[config.mk]
export PLATFORM = sky130hd
export DESIGN_NAME = step_down_counter
export DESIGN_NICKNAME = d
export VERILOG_FILES = /design/src/rtl/step_counter_pkg.sv /design/src/rtl/step_down_counter_decrement.sv /design/src/rtl/step_down_counter.sv
export SDC_FILE = /design/constraint.sdc
export NUM_CORES = 1
export LEC_CHECK = 0
export CAP_MARGIN = 10
export CORE_AREA = 2 2 39 41
export CTS_BUF_LIST = sky130_fd_sc_hd__clkbuf_16
export CTS_CLUSTER_DIAMETER = 100
export CTS_CLUSTER_SIZE = 10
export DETAILED_ROUTE_END_ITERATION = 6
export DIE_AREA = 0 0 41 43
export PLACE_DENSITY = 0.68
export SLEW_MARGIN = 20
export SYNTH_ARGS = -nofsm -noshare
export SYNTH_HDL_FRONTEND = slang
export SYNTH_SLANG_ARGS = --single-unit
[constraint.sdc]
create_clock -name clk -period 3.7 [get_ports clk]
set_input_delay 1.11 -clock clk [delete_from_list [all_inputs] [get_ports clk]]
set_output_delay 1.11 -clock clk [all_outputs]
set_load 0.05 [all_outputs]
[src/rtl/step_counter_pkg.sv]
// step_counter_pkg
// Shared definitions for the step up/down counter pair. The up-counter and
// the down-counter both decode the two-bit step control `c` using the
// constants here, so the encodings cannot drift apart.
//   C_BIG / C_ONE / C_RSVD / C_HOLD : step-control encodings
//   state_t                         : tracking FSM states (2-bit encoding)
//   DEF_BIG_STEP                    : default large step size
package step_counter_pkg;

    localparam logic [1:0] C_BIG  = 2'b00;
    localparam logic [1:0] C_ONE  = 2'b01;
    localparam logic [1:0] C_RSVD = 2'b10;
    localparam logic [1:0] C_HOLD = 2'b11;

    // Code 2'b11 is deliberately unused; the FSM recovers from it to IDLE.
    typedef enum logic [1:0] {
        ST_IDLE    = 2'b00,
        ST_RUN     = 2'b01,
        ST_EXPIRED = 2'b10
    } state_t;

    localparam int DEF_BIG_STEP = 3;

endpackage

[src/rtl/step_down_counter_decrement.sv]
// step_decrement
// Purely combinational saturating decrement. It compares before subtracting,
// so the result never wraps below zero.
// Ports:
//   count      in  WIDTH  current count
//   step       in  WIDTH  amount to subtract
//   next_count out WIDTH  count - step, or 0 when the step reaches/passes zero
//   terminal   out 1      step lands on or below zero
//   borrow     out 1      step would have gone below zero (clipped)
module step_decrement #(
    parameter int WIDTH = 4
) (
    input  logic [WIDTH-1:0] count,
    input  logic [WIDTH-1:0] step,
    output logic [WIDTH-1:0] next_count,
    output logic             terminal,
    output logic             borrow
);

    always_comb begin
        terminal   = (count <= step);
        borrow     = (count < step);
        next_count = terminal ? '0 : (count - step);
    end

endmodule

[src/rtl/step_down_counter.sv]
// step_down_counter
// Loadable down-counter with a selectable step (BIG_STEP or 1) and a tracking
// FSM (IDLE / RUN / EXPIRED). Reaching zero produces a one-cycle `done`
// pulse; a step that would pass zero saturates at 0 and also pulses `borrow`.
// Ports:
//   clk       in  1      posedge clock
//   reset     in  1      asynchronous active-high reset
//   load      in  1      parallel load of data_in (beats any count step)
//   count_en  in  1      count enable, only honoured in RUN
//   c         in  2      step control: 00 = -BIG_STEP, 01 = -1, 1x = hold
//   data_in   in  WIDTH  load value (0 loads into IDLE, non-zero into RUN)
//   count     out WIDTH  registered count
//   zero      out 1      count == 0 (combinational)
//   busy      out 1      FSM is in RUN
//   done      out 1      one-cycle pulse on RUN -> EXPIRED
//   borrow    out 1      one-cycle pulse when the terminal step was clipped
module step_down_counter
    import step_counter_pkg::*;
#(
    parameter int WIDTH    = 4,
    parameter int BIG_STEP = DEF_BIG_STEP
) (
    input  logic             clk,
    input  logic             reset,
    input  logic             load,
    input  logic             count_en,
    input  logic [1:0]       c,
    input  logic [WIDTH-1:0] data_in,
    output logic [WIDTH-1:0] count,
    output logic             zero,
    output logic             busy,
    output logic             done,
    output logic             borrow
);

    localparam logic [WIDTH-1:0] BIG_STEP_W = WIDTH'(BIG_STEP);
    localparam logic [WIDTH-1:0] ONE_STEP_W = WIDTH'(1);

    state_t           state;
    logic [WIDTH-1:0] step;
    logic             step_valid;
    logic [WIDTH-1:0] dec_count;
    logic             dec_terminal;
    logic             dec_borrow;

    // Only C_BIG and C_ONE move the counter; the reserved and hold codes
    // leave it where it is.
    always_comb begin
        step       = ONE_STEP_W;
        step_valid = 1'b0;
        case (c)
            C_BIG: begin
                step       = BIG_STEP_W;
                step_valid = count_en;
            end
            C_ONE: begin
                step       = ONE_STEP_W;
                step_valid = count_en;
            end
            default: begin
                step       = ONE_STEP_W;
                step_valid = 1'b0;
            end
        endcase
    end

    step_decrement #(
        .WIDTH(WIDTH)
    ) u_decrement (
        .count      (count),
        .step       (step),
        .next_count (dec_count),
        .terminal   (dec_terminal),
        .borrow     (dec_borrow)
    );

    always_ff @(posedge clk or posedge reset) begin
        if (reset) begin
            count  <= '0;
            state  <= ST_IDLE;
            done   <= 1'b0;
            borrow <= 1'b0;
        end else begin
            // Pulses self-clear unless a terminal step re-asserts them below.
            done   <= 1'b0;
            borrow <= 1'b0;
            if (load) begin
                // Load overrides any step in the same cycle, so a terminal
                // step coinciding with a load never pulses done/borrow.
                count <= data_in;
                state <= (data_in != '0) ? ST_RUN : ST_IDLE;
            end else begin
                case (state)
                    ST_IDLE: begin
                        count <= count;
                    end
                    ST_RUN: begin
                        if (step_valid) begin
                            count <= dec_count;
                            if (dec_terminal) begin
                                state  <= ST_EXPIRED;
                                done   <= 1'b1;
                                borrow <= dec_borrow;
                            end
                        end
                    end
                    ST_EXPIRED: begin
                        count <= '0;
                    end
                    default: begin
                        // Unused encoding: return to a known idle state.
                        count <= '0;
                        state <= ST_IDLE;
                    end
                endcase
            end
        end
    end

    assign busy = (state == ST_RUN);
    assign zero = (count == '0);

endmodule

Yosys cells after proc, flatten, opt, wreduce, memory -nomap -nowiden
Cells that the tools add are included.
Storage, ports and cells
  register bits after elaboration: 8
Cells by class
  equal/unequal tests: 7
  magnitude comparators: 2
  $add $sub $neg: 1
  reduce and logical (&&, ||, !) cells: 8
  muxes and demuxes: 19
Operators by type and width (number)
  $mux 4: 3
  $mux 1: 10
  $mux 2: 4
  $pmux 4 s2: 1
  $ne 3x2->1 const B: 2
  $eq 2x1->1 const B: 2
  $le 4x2->1: 1
  $logic_not 2->1: 2
  $logic_not 4->1: 1
  $lt 4x2->1: 1
  $pmux 2 s2: 1
  $reduce_bool 4->1: 1
  $reduce_or 2->1: 2
  $sub 4x2->4: 1
  $reduce_and 3->1: 1
  $eq 2x2->1 const B: 1
  $ne 2x1->1 const B: 1
  $ne 2x2->1 const B: 1
  $reduce_and 2->1: 1

Logic depth before layout (Yosys ltp)
  word-level depth: 7
  gate-level depth with buffers: 7

Cells and area by module
A second synthesis with hierarchy kept.
Unflattened totals
  cell total of the unflattened synthesis: 62
  area total of the unflattened synthesis: 595.6 um2
Modules (own cells, without submodules)
  step_down_counter: area each 399.1 um2, cells an instance 35, times used 1
  step_decrement: area each 196.4 um2, cells an instance 27, times used 1

Worst setup path before layout
OpenSTA, ideal clock, no wires.
  path type: flip-flop to output port
  from: register count[1]
  to: output port zero
  required time: 2590 ps
  data arrival time: 2204 ps
  buffers on the path: 0
  slack: 386 ps
  cell stages (with the launch flop): 2
  cells stage by stage: dfrtp_1 nor4_1
On the way
  word-level cells in the longest chain between the ends: 1
Ends and longest elaborated chain
  from (decl): line step_down_counter.sv:29  | output logic [WIDTH-1:0] count,
  from (signal assigned): line step_down_counter.sv:90  | count <= data_in;
  from (signal assigned): line step_down_counter.sv:95  | count <= count;
  from (signal assigned): line step_down_counter.sv:99  | count <= dec_count;
  $logic_not 4->1: line step_down_counter.sv:121  | assign zero = (count == '0);
  to (decl): line step_down_counter.sv:30  | output logic zero,
Every way passes these cells.

Worst setup path after layout
  from: input port c[1]
  to: register count[0]
On the way
  word-level cells in the longest chain between the ends: 7
  elaborated cells between the ends (all ways): 12
  those cells by class: order compare (1); eq/ne (2); mux (6); reduce/logical (3)
Ends and longest elaborated chain
  from (decl): line step_down_counter.sv:27  | input logic [1:0] c,
  $logic_not 2->1: line step_down_counter.sv:51  | case (c)
  $mux 2: line step_down_counter.sv:51
  $le 4x2->1: line step_down_counter_decrement.sv:21  | terminal = (count <= step);
  $mux 4: line step_down_counter_decrement.sv:23  | next_count = terminal ? '0 : (count - step);
  $mux 4: line step_down_counter.sv:98  | if (step_valid) begin
  $pmux 4 s2: line step_down_counter.sv:93  | case (state)
  $mux 4: line step_down_counter.sv:87  | if (load) begin
Parallel ways exist; a longest one is shown, timed or not. The select of a mux whose other input is x is not followed.
A chain may end at the register's enable or synchronous reset.

==> metrics <==
HP Start=count[1]$_DFFE_PP0P_; # setup viols final=0; first-pass GRT wire length=1904 µm; critical path class=input port to register; clk_skew=0.005507 ns; critical path endpoint category=register; Final period util=83.76%; Critical Path AT=3.19 ns; Worst-path clk slew=0.04 ns; Gates resized, CTS repair=0; clock power share=41.1%; Hold EP=count[1]$_DFFE_PP0P_; placed instance area=668.1 µm²; Slew HR=63.21%; Syn Nets=61; hold_buf cts=0; Cells after Synth=48; vias in the first global route=414; Least-Margin Pin Slew=0.5519 ns; CP Launch Point=c[1]; reg-to-reg endpoint=count[0]$_DFFE_PP0P_; Antenna Cells=0; total negative slack=0 ns; die height=43 µm; CTS tree=yes; reg2reg setup slack=1.73 ns; worst reg2reg path depth=5; clk_lat worst skew=0.23 ns; core footprint=1384 µm²; CP max stage cell=fa_1; gr usage total=16.13%; Final Hold Fails=0; max frequency=322.7 MHz; hold depth=2; Comb power frac=32.4%; Worst VDD drop=0.4236 mV; die area=1763 µm²; CP required=3.80 ns; RSZ-0062 raised after global routing=no; Pint=0.2948 mW; CTS H-tree lvls=1; initial antenna violation count=0; Die Wd=41 µm; status=finished clean; Routed Antenna Nets=0; Synth-to-Final Area Change=53.89%; # rows=14; grt ovf=0; largest net degree at the start of global routing=10; register area share after synthesis=41.45%; final instance area=743.2 µm²; Top Family by Delay on Critical Path=compound AO/OA/AOI/OAI gates; clock buffer count from CTS=3; post-CTS setup buffers=0; share of cells above drive strength 1=11.94%; YS warnings=0; Worst Setup Start Kind=input port; cells along the critical path=clkdlybuf4s50_1 > or2_2 > fa_1 > nor2b_1 > o311a_1 > a221oi_1 > a21oi_1; Flop pwr share=26.5%; highest fanout seen on the critical path=4; DRT iter0 DRCs=21; Vias/cell=5.494; Max stage delay on crit path=0.45 ns; CTS max path bufs=2; routed wire length=1146 µm; post-synthesis cell type count=26; HPWL after DPL=892.8 µm; most frequent cells in the layout=clkdlybuf4s50_1, dfrtp_1, inv_1, nor2_1, a21oi_1; Psw=0.1468 mW; post-synthesis register bit count=8; type of the most critical hold path=register to register; Wirelength per Cell=13.81 µm; 1st-pass router iterations=4; number of I/O pins=18; maxcap violations=0; Vias=456; Mean Syn Cell Area=10.06 µm²; number of remaining DRC errors=0; Starting Density=34.90%; min Tclk post-route=3.099 ns; # nets final=82; pwr/cell area=594.2 nW/µm²; final slew viol count=0; GPL Wtd Cong=0.7431; commonest non-fill, non-tap cell in the layout=clkdlybuf4s50_1; switching share of power=33.25%; area of the mapped netlist=483.0 µm²; R2R Path Start=count[0]$_DFFE_PP0P_; root buf cell=clkbuf_16; CTS sink count=8; Port Buffers=17; CP bufs+invs=1; leakage=0.3146 nW
-- power by group through the flow --
stage	Sequential, mW	Clock (mW)	Combinational (mW)
6_report	0.117	0.181	0.143
3_5_place_dp	0.118	0	0.143
2_1_floorplan	0.146	0	0.0650
4_1_cts	0.117	0.183	0.144
5_1_grt	0.120	0.188	0.154
3_3_place_gp	0.118	0	0.142
-- worst reg2reg max path, cell delays in order, from the launching register on --
cell	delay, ns
dfrtp_1	0.45
fa_1	0.52
nor2b_1	0.19
o311a_1	0.35
a221oi_1	0.27
a21oi_1	0.06
-- stage by stage --
| stage | util, % | setup WS [ns] | power [mW] | instances | hold WS, ns |
|---|---|---|---|---|---|
| 5_1_grt | 53.71 | 0.4887 | 0.4619 | 83 | 0.6773 |
| 3_5_place_dp | 48.28 | 0.3551 | 0.2616 | 80 | 0.5884 |
| 2_1_floorplan | - | 0.3860 | 0.2111 | 48 | 0.6150 |
| 6_report | 53.71 | 0.6009 | 0.4416 | 83 | 0.5846 |
| 4_1_cts | 53.71 | 0.5955 | 0.4447 | 83 | 0.5958 |
| 3_3_place_gp | 48.28 | 0.3815 | 0.2594 | 80 | 0.5811 |
-- metal layers --
| layer | vias to the layer above | wire length, µm | global-route usage [%] |
|---|---|---|---|
| li1 | 219 | - | - |
| met1 | 217 | 484 | 23.26 |
| met2 | 18 | 569 | 21.56 |
| met3 | 2 | 78 | 6.806 |
| met4 | 0 | 12 | 4.667 |
| met5 | - | 0 | 0 |
-- how the worst max path moves through the flow --
stage	to	depth (start not counted)	slack [ns]
finish	count[0]$_DFFE_PP0P_	7	0.60
global route	count[0]$_DFFE_PP0P_	7	0.49
CTS	count[0]$_DFFE_PP0P_	7	0.60
detailed placement	count[0]$_DFFE_PP0P_	7	0.36
global placement	count[0]$_DFFE_PP0P_	7	0.38
floorplan	zero	1	0.39
-- Yosys cell counts --
cell,number,share of area [%]
or3b_4,1,2.3
nor2b_1,2,2.6
o41ai_1,1,1.8
dfrtp_1,8,41
inv_1,4,3.1
a211o_1,1,1.8
a311oi_2,1,3.1
nor2_1,4,3.1
o21ai_1,1,1.0
and3_1,1,1.3
and2b_1,1,1.6
nor4_1,1,1.3
a22oi_1,2,3.1
o21ai_0,3,3.1
or2_2,1,1.3
o311a_1,1,2.1
o22ai_1,1,1.3
nand2_1,1,0.78
ha_1,2,5.2
nor4_2,1,2.6
nor3_1,2,2.1
a21oi_1,4,4.1
a221oi_1,1,1.8
or4b_4,1,2.8
fa_1,1,4.1
buf_2,1,1.0
-- layout make-up --
| class | count | area (µm²) |
|---|---|---|
| clock buffer | 3 | 75.07 |
| fill | 127 | 640.6 |
| inverter | 4 | 15.01 |
| multi-input combinational | 35 | 262.8 |
| sequential | 8 | 200.2 |
| tap | 16 | 20.02 |
| timing repair buffer | 17 | 170.2 |
-- cells by family (layout without fill, tap and decap cells) --
kind of cell / Yosys count / after routing / synth area share, %
adder cells (fa/ha/maj): 3 / 3 / 9.326
AO/OA/AOI/OAI: 16 / 16 / 23.31
buffers and inverters: 5 / 24 / 4.143
AND/OR/NAND/NOR: 16 / 16 / 21.76
flip-flops: 8 / 8 / 41.45
-- sequential cells by signal, indices dropped and copies added, names as in the netlist --
signal  flops
borrow      1
done        1
count       4
state       2
Note: power is estimated with default switching activity, not from simulation.
